===== src/rtl/lc3_core_hs.sv =====
// LC-3 multicycle core with a req/ready memory handshake, configurable reset PC,
// HALT trap and illegal-opcode pulse.
module lc3_core_hs #(
   parameter logic [15:0] RESET_PC       = 16'h0000,
   parameter bit          HALT_EN        = 1'b1,
   parameter logic [7:0]  HALT_VECTOR    = 8'h25,
   parameter bit          NUM_WAIT_CHECK = 1'b1
) (
   input  logic        clk,
   input  logic        reset,
   output logic        memReq,
   output logic        writeEnable,
   output logic [15:0] address,
   output logic [15:0] dataToMemory,
   input  logic [15:0] dataFromMemory,
   input  logic        memReady,
   output logic        halted,
   output logic        illegal,
   output logic [15:0] pcOut,
   output logic [2:0]  dbg_state
);

   // Handshake: memReq/address/writeEnable/dataToMemory are registered and held
   // until the cycle with memReq=1 and memReady=1, which completes the transfer
   // (read data captured then); memReq is low the following cycle.

   localparam logic [3:0] OP_BR   = 4'b0000;
   localparam logic [3:0] OP_ADD  = 4'b0001;
   localparam logic [3:0] OP_LD   = 4'b0010;
   localparam logic [3:0] OP_ST   = 4'b0011;
   localparam logic [3:0] OP_JSR  = 4'b0100;
   localparam logic [3:0] OP_AND  = 4'b0101;
   localparam logic [3:0] OP_LDR  = 4'b0110;
   localparam logic [3:0] OP_STR  = 4'b0111;
   localparam logic [3:0] OP_RTI  = 4'b1000;
   localparam logic [3:0] OP_NOT  = 4'b1001;
   localparam logic [3:0] OP_LDI  = 4'b1010;
   localparam logic [3:0] OP_STI  = 4'b1011;
   localparam logic [3:0] OP_JMP  = 4'b1100;
   localparam logic [3:0] OP_RES  = 4'b1101;
   localparam logic [3:0] OP_LEA  = 4'b1110;
   localparam logic [3:0] OP_TRAP = 4'b1111;

   typedef enum logic [2:0] {
      FETCH  = 3'd0,
      DECODE = 3'd1,
      EXEC   = 3'd2,
      MEM    = 3'd3,
      MEM2   = 3'd4,
      WB     = 3'd5,
      HALTED = 3'd6
   } state_t;

   state_t      state, state_d;
   logic [15:0] pc, pc_d, ir, ir_d, addr_d, wdata_d;
   logic        req_d, we_d, ind, ind_d;
   logic [15:0] r [8];
   logic        flag_n, flag_z, flag_p;
   logic        rf_we, cc_we;
   logic [2:0]  rf_wa;
   logic [15:0] rf_wd;

   logic [3:0]  op;
   logic [2:0]  dr, sr1;
   logic [15:0] sext5, sext6, sext9, sext11, base, src2, alu;
   logic        done, illegal_op, halt_trap, br_taken, is_mem, is_store;

   assign op     = ir[15:12];
   assign dr     = ir[11:9];
   assign sr1    = ir[8:6];
   assign sext5  = {{11{ir[4]}}, ir[4:0]};
   assign sext6  = {{10{ir[5]}}, ir[5:0]};
   assign sext9  = {{7{ir[8]}}, ir[8:0]};
   assign sext11 = {{5{ir[10]}}, ir[10:0]};
   assign base   = r[sr1];
   assign src2   = ir[5] ? sext5 : r[ir[2:0]];
   assign done   = memReq & memReady;

   assign illegal_op = (op == OP_RTI) || (op == OP_RES);
   assign halt_trap  = HALT_EN && (ir[7:0] == HALT_VECTOR);
   assign br_taken   = (ir[11] & flag_n) | (ir[10] & flag_z) | (ir[9] & flag_p);
   assign is_mem     = (op == OP_LD) || (op == OP_LDI) || (op == OP_ST) || (op == OP_STI) ||
                       (op == OP_LDR) || (op == OP_STR) || (op == OP_TRAP);
   assign is_store   = (op == OP_ST) || (op == OP_STR);

   assign halted    = (state == HALTED);
   assign illegal   = (state == DECODE) && illegal_op;
   assign pcOut     = pc;
   assign dbg_state = state;

   always_comb begin
      unique case (op)
         OP_ADD:  alu = base + src2;
         OP_AND:  alu = base & src2;
         default: alu = ~base;
      endcase
   end

   always_comb begin
      state_d = state;
      pc_d    = pc;
      ir_d    = ir;
      req_d   = memReq;
      we_d    = writeEnable;
      addr_d  = address;
      wdata_d = dataToMemory;
      ind_d   = ind;
      rf_we   = 1'b0;
      rf_wa   = dr;
      rf_wd   = '0;
      cc_we   = 1'b0;

      unique case (state)
         FETCH: begin
            if (!memReq) begin
               // Only reached straight after reset: every other path into
               // FETCH has already raised the request.
               req_d  = 1'b1;
               we_d   = 1'b0;
               addr_d = pc;
            end else if (done) begin
               ir_d    = dataFromMemory;
               pc_d    = pc + 16'd1;
               req_d   = 1'b0;
               state_d = DECODE;
            end
         end
         DECODE: begin
            if (illegal_op) begin
               state_d = FETCH;
               req_d   = 1'b1;
               we_d    = 1'b0;
               addr_d  = pc;
            end else begin
               state_d = EXEC;
            end
         end
         EXEC: begin
            unique case (op)
               OP_ADD, OP_AND, OP_NOT: begin
                  rf_we = 1'b1;
                  rf_wd = alu;
                  cc_we = 1'b1;
               end
               OP_LEA: begin
                  rf_we = 1'b1;
                  rf_wd = pc + sext9;
               end
               OP_BR:  if (br_taken) pc_d = pc + sext9;
               OP_JMP: pc_d = base;
               OP_JSR: begin
                  rf_we = 1'b1;
                  rf_wa = 3'd7;
                  rf_wd = pc;
                  pc_d  = ir[11] ? (pc + sext11) : base;
               end
               OP_LD, OP_LDI, OP_ST, OP_STI: addr_d = pc + sext9;
               OP_LDR, OP_STR:               addr_d = base + sext6;
               OP_TRAP: begin
                  rf_we  = 1'b1;
                  rf_wa  = 3'd7;
                  rf_wd  = pc;
                  addr_d = {8'h00, ir[7:0]};
               end
               default: ;
            endcase
            if (is_mem) begin
               state_d = MEM;
               req_d   = 1'b1;
               we_d    = is_store;
               wdata_d = r[dr];
            end else begin
               state_d = FETCH;
               req_d   = 1'b1;
               we_d    = 1'b0;
               addr_d  = pc_d;
            end
         end
         MEM: begin
            if (done) begin
               req_d   = 1'b0;
               we_d    = 1'b0;
               state_d = WB;
               if ((op == OP_LD) || (op == OP_LDR)) begin
                  rf_we = 1'b1;
                  rf_wd = dataFromMemory;
                  cc_we = 1'b1;
               end else if ((op == OP_LDI) || (op == OP_STI)) begin
                  // Pointer parks in the address register until WB reissues it.
                  ind_d  = 1'b1;
                  addr_d = dataFromMemory;
               end else if (op == OP_TRAP) begin
                  pc_d = dataFromMemory;
                  if (halt_trap) state_d = HALTED;
               end
            end
         end
         MEM2: begin
            if (done) begin
               req_d   = 1'b0;
               we_d    = 1'b0;
               state_d = WB;
               if (op == OP_LDI) begin
                  rf_we = 1'b1;
                  rf_wd = dataFromMemory;
                  cc_we = 1'b1;
               end
            end
         end
         WB: begin
            // WB is the mandatory idle cycle between two transactions.
            req_d = 1'b1;
            if (ind) begin
               ind_d   = 1'b0;
               we_d    = (op == OP_STI);
               wdata_d = r[dr];
               state_d = MEM2;
            end else begin
               we_d    = 1'b0;
               addr_d  = pc;
               state_d = FETCH;
            end
         end
         HALTED: req_d = 1'b0;
         default: state_d = FETCH;
      endcase
   end

   always_ff @(posedge clk) begin
      if (!reset) begin
         state        <= FETCH;
         pc           <= RESET_PC;
         ir           <= '0;
         memReq       <= 1'b0;
         writeEnable  <= 1'b0;
         address      <= '0;
         dataToMemory <= '0;
         ind          <= 1'b0;
         flag_n       <= 1'b0;
         flag_z       <= 1'b1;
         flag_p       <= 1'b0;
         for (int i = 0; i < 8; i++) r[i] <= '0;
      end else begin
         state        <= state_d;
         pc           <= pc_d;
         ir           <= ir_d;
         memReq       <= req_d;
         writeEnable  <= we_d;
         address      <= addr_d;
         dataToMemory <= wdata_d;
         ind          <= ind_d;
         if (rf_we) r[rf_wa] <= rf_wd;
         if (cc_we) begin
            flag_n <= rf_wd[15];
            flag_z <= (rf_wd == 16'h0000);
            flag_p <= !rf_wd[15] && (rf_wd != 16'h0000);
         end
      end
   end

   // Memory side must hold its inputs steady while no request is outstanding.
   if (NUM_WAIT_CHECK) begin : g_wait_check
      property p_idle_inputs_stable;
         @(posedge clk) disable iff (!reset)
            (!memReq && $past(!memReq) && $past(reset)) |-> ($stable(memReady) && $stable(dataFromMemory));
      endproperty
      assert property (p_idle_inputs_stable);
   end

endmodule


===== config.mk =====
export PLATFORM = sky130hd
export DESIGN_NAME = lc3_core_hs
export DESIGN_NICKNAME = d
export VERILOG_FILES = /design/src/rtl/lc3_core_hs.sv
export SDC_FILE = /design/constraint.sdc
export NUM_CORES = 1
export LEC_CHECK = 0
export CAP_MARGIN = 20
export CORE_AREA = 2 2 199 201
export CTS_CLUSTER_DIAMETER = 100
export DETAILED_ROUTE_END_ITERATION = 16
export DIE_AREA = 0 0 201 203
export GPL_TIMING_DRIVEN = 0
export PLACE_DENSITY = 0.58
export SLEW_MARGIN = 20
export SYNTH_ARGS = -nofsm -noshare
export SYNTH_HDL_FRONTEND = slang
export SYNTH_SLANG_ARGS = --single-unit

===== constraint.sdc =====
create_clock -name clk -period 13.1 [get_ports clk]
set_input_delay 2.62 -clock clk [delete_from_list [all_inputs] [get_ports clk]]
set_output_delay 2.62 -clock clk [all_outputs]
set_load 0.02 [all_outputs]

==> results.yml <==
timing:
  fin_hold_ws_ns: 0.458
  rsz0062_at_grt: "false"
  fin_crit_ns: 6.48
  fmax_ghz: 0.154
  worst_pin_slew_ns: 1.18
  timing.final.hold_violations: 0
  fin_setup_tns_ns: 0
  relSlewSlack_pct: 21.1
  skew_ns: 0.0153
  slew_viol_final: 0
  fin_crit_sh_pct: 49.5
  setup_viol: 0
layout:
  syn2layout_area_growth_pct: 14.2
  fin_cells: 2240
  drive_above_1_share_pct: 10.6
  nets: 1778
  n_antenna_cell: 0
floorplan:
  core_mm2: 0.0385
  die_w_um: 201
  die_h_um: 203
  pin_count: 74
  die_area_mm2: 0.0408
  start_util_pct: 39.8
  num_rows: 72
synth:
  synth_top_cell_area_share_pct: 25.1
  async_reset_ff_share_pct: 0
  synth_cell_types: 86
  ys_ff_latch: 210
  synth_fp_nets: 1677
  synth.avg_cell_area_um2: 9.56
  ys_seq_area_share_pct: 35.8
  yosysWarnings: 0
  synth.top_cells.by_area: "edfxtp_1, mux4_2, dfxtp_1"
  netlist_area_mm2: 0.0153
  synth_ff_type: "edfxtp_1"
  yosysTopAreaCell: "edfxtp_1"
  synth_edf_count: 128
  syn_inst: 1603
drt:
  routed_wl_um: 65000
  drt-initial-drc-count: 1934
  avgViaCountPerCell: 6.55
  vias: 14700
  wire_per_inst_um: 29.0
  drc: 0
  first_pass_iters: 9
  ant_nets: 0
setup_path:
  crit_required_ns: 13.27
  cp-start-kind: "input port"
  path_cells: "clkdlybuf4s50_1 -> nand2_1 -> nor3_1 -> buf_2 -> buf_2 -> o21ai_0 -> nor2_1 -> nand4b_1 -> clkbuf_1 -> nand2_1"
  crit-reg2reg-launch: "ir[5]"
  crit_type: "input port to flop"
  slowest_stage: "nand2_1"
  critPathMaxFanout: 16
  slowest_delay_ns: 0.88
  cp.arrival_ns: 6.65
  cp-end-kind: "flop"
  crit_start: "memReady"
clock_network:
  cts_tree: "yes"
  clk_pin_slew_ns: 0.06
  post_cts_buffers: 0
  cts_resized: 0
  root_buffer: "clkbuf_16"
  numCtsBuffers: 25
  cts.sinks: 210
  clock_path_buffers: 3
  hold_buffers: 0
  htreeDepth: 1
  clock_latency_ns: 0.55
grt:
  grt_pass1_vias: 13900
  grt_pass1_wl_um: 94100
  grt_max_degree: 17
  grtUsageTotal_pct: 31.2
  grt_overflow: 0
  antenna_found_initial: 1
worst_hold_path:
  hold_class: "flop to flop"
  min_from: "flag_n"
place:
  dp_cells: 2194
  port_buffers: 72
  gp_congestion: 0.976
  dp.final_hpwl_um: 48800
outcome:
  status: "finished, final reports clean"
power_and_ir_drop:
  p_leak_uw: 0.00586
  peakVddDrop_mv: 0.0975
  powerDensity_mw_per_mm2: 107
job:
  maxCapViolations: 0
[worst max-delay path, delay by kind of cell]
family / cells / cell delay (ns)
buffers and inverters: 4 / 1.66
AO/OA/AOI/OAI: 1 / 0.21
AND/OR/NAND/NOR: 5 / 2.12
[layer usage]
layer	GRT usage (%)	up-vias	wire, µm
met1	44.2	7245	27200
li1	-	6333	-
met3	6.66	143	7160
met5	0	-	13
met4	9.44	2	2060
met2	48.0	944	28600
[placed cells by master, fill, tap and decap left out, types with 25 or more instances in the layout]
master,count
mux2i_1,28
o21ai_0,89
nor2_1,232
a21oi_1,112
edfxtp_1,128
mux4_2,91
clkdlybuf4s50_1,72
clkbuf_16,25
nand3_1,31
nand2_1,158
clkbuf_1,96
dfxtp_1,82
a211oi_1,43
nor3_1,26
xor2_1,25
ha_1,52
[flip-flops by register name, summed over array words and instances (netlist names), 3 cells and up, named ones only]
signal / cells
ir: 16
address: 16
r: 128
dbg_state: 3
dataToMemory: 16
pcOut: 16
[per-stage QoR]
| step | setup slack, ns | total power (µW) | cell area, µm² | util (%) |
|---|---|---|---|---|
| floorplan | 8.15 | 1040 | 15300 | - |
| global placement | 6.17 | 1190 | 16700 | 43.4 |
| detailed placement | 6.13 | 1200 | 16700 | 43.5 |
| CTS | 6.68 | 1850 | 17500 | 45.4 |
| global route | 6.35 | 1920 | 17500 | 45.5 |
| finish | 6.62 | 1860 | 17500 | 45.5 |
[final timing paths]
path	end	slack, ns	depth (start not counted)
worst max-delay path	r[6][0]	6.62	10
worst min-delay path	flag_n	0.46	2
worst max register to register	flag_p	6.80	19
worst min register to register	flag_n	0.46	2
[area by class of cell]
type                    instances  area, µm²
fillers                      3778      21000
multi-input cells            1249       9280
flip-flops and latches        210       5490
repair buffers                 74        756
clock buffers                  33        656
well taps                     518        648
plain buffers                 121        500
clock inverters                12       88.8
inverters                      23       86.3
[synthesized netlist by cell type (21+ instances only)]
cell type,number
a211oi_1,44
a21oi_1,112
a31oi_1,21
clkbuf_1,88
dfxtp_1,82
edfxtp_1,128
ha_1,52
inv_1,22
mux2i_1,28
mux4_2,91
nand2_1,158
nand3_1,31
nor2_1,232
nor2b_1,21
nor3_1,26
o211ai_1,22
o21ai_0,89
xnor2_1,22
xor2_1,25
[power by group]
part,switching [µW],total [µW],internal (µW),leakage [µW]
registers,30.4,758,727,0.00199
logic,282,444,162,0.00351
clock network,292,663,371,0.000362
[cells by family (layout without fill, tap and decap cells)]
family | after synthesis | in the layout | synth area share, %
compound gates | 447 | 447 | 19.5
xor+xnor | 47 | 47 | 2.69
fa+ha+maj | 56 | 56 | 4.70
buf+inv | 144 | 263 | 3.78
flops | 210 | 210 | 35.8
mux | 140 | 140 | 17.3
simple gates | 559 | 559 | 16.3
No activity file was read; power rests on OpenSTA's default activity.
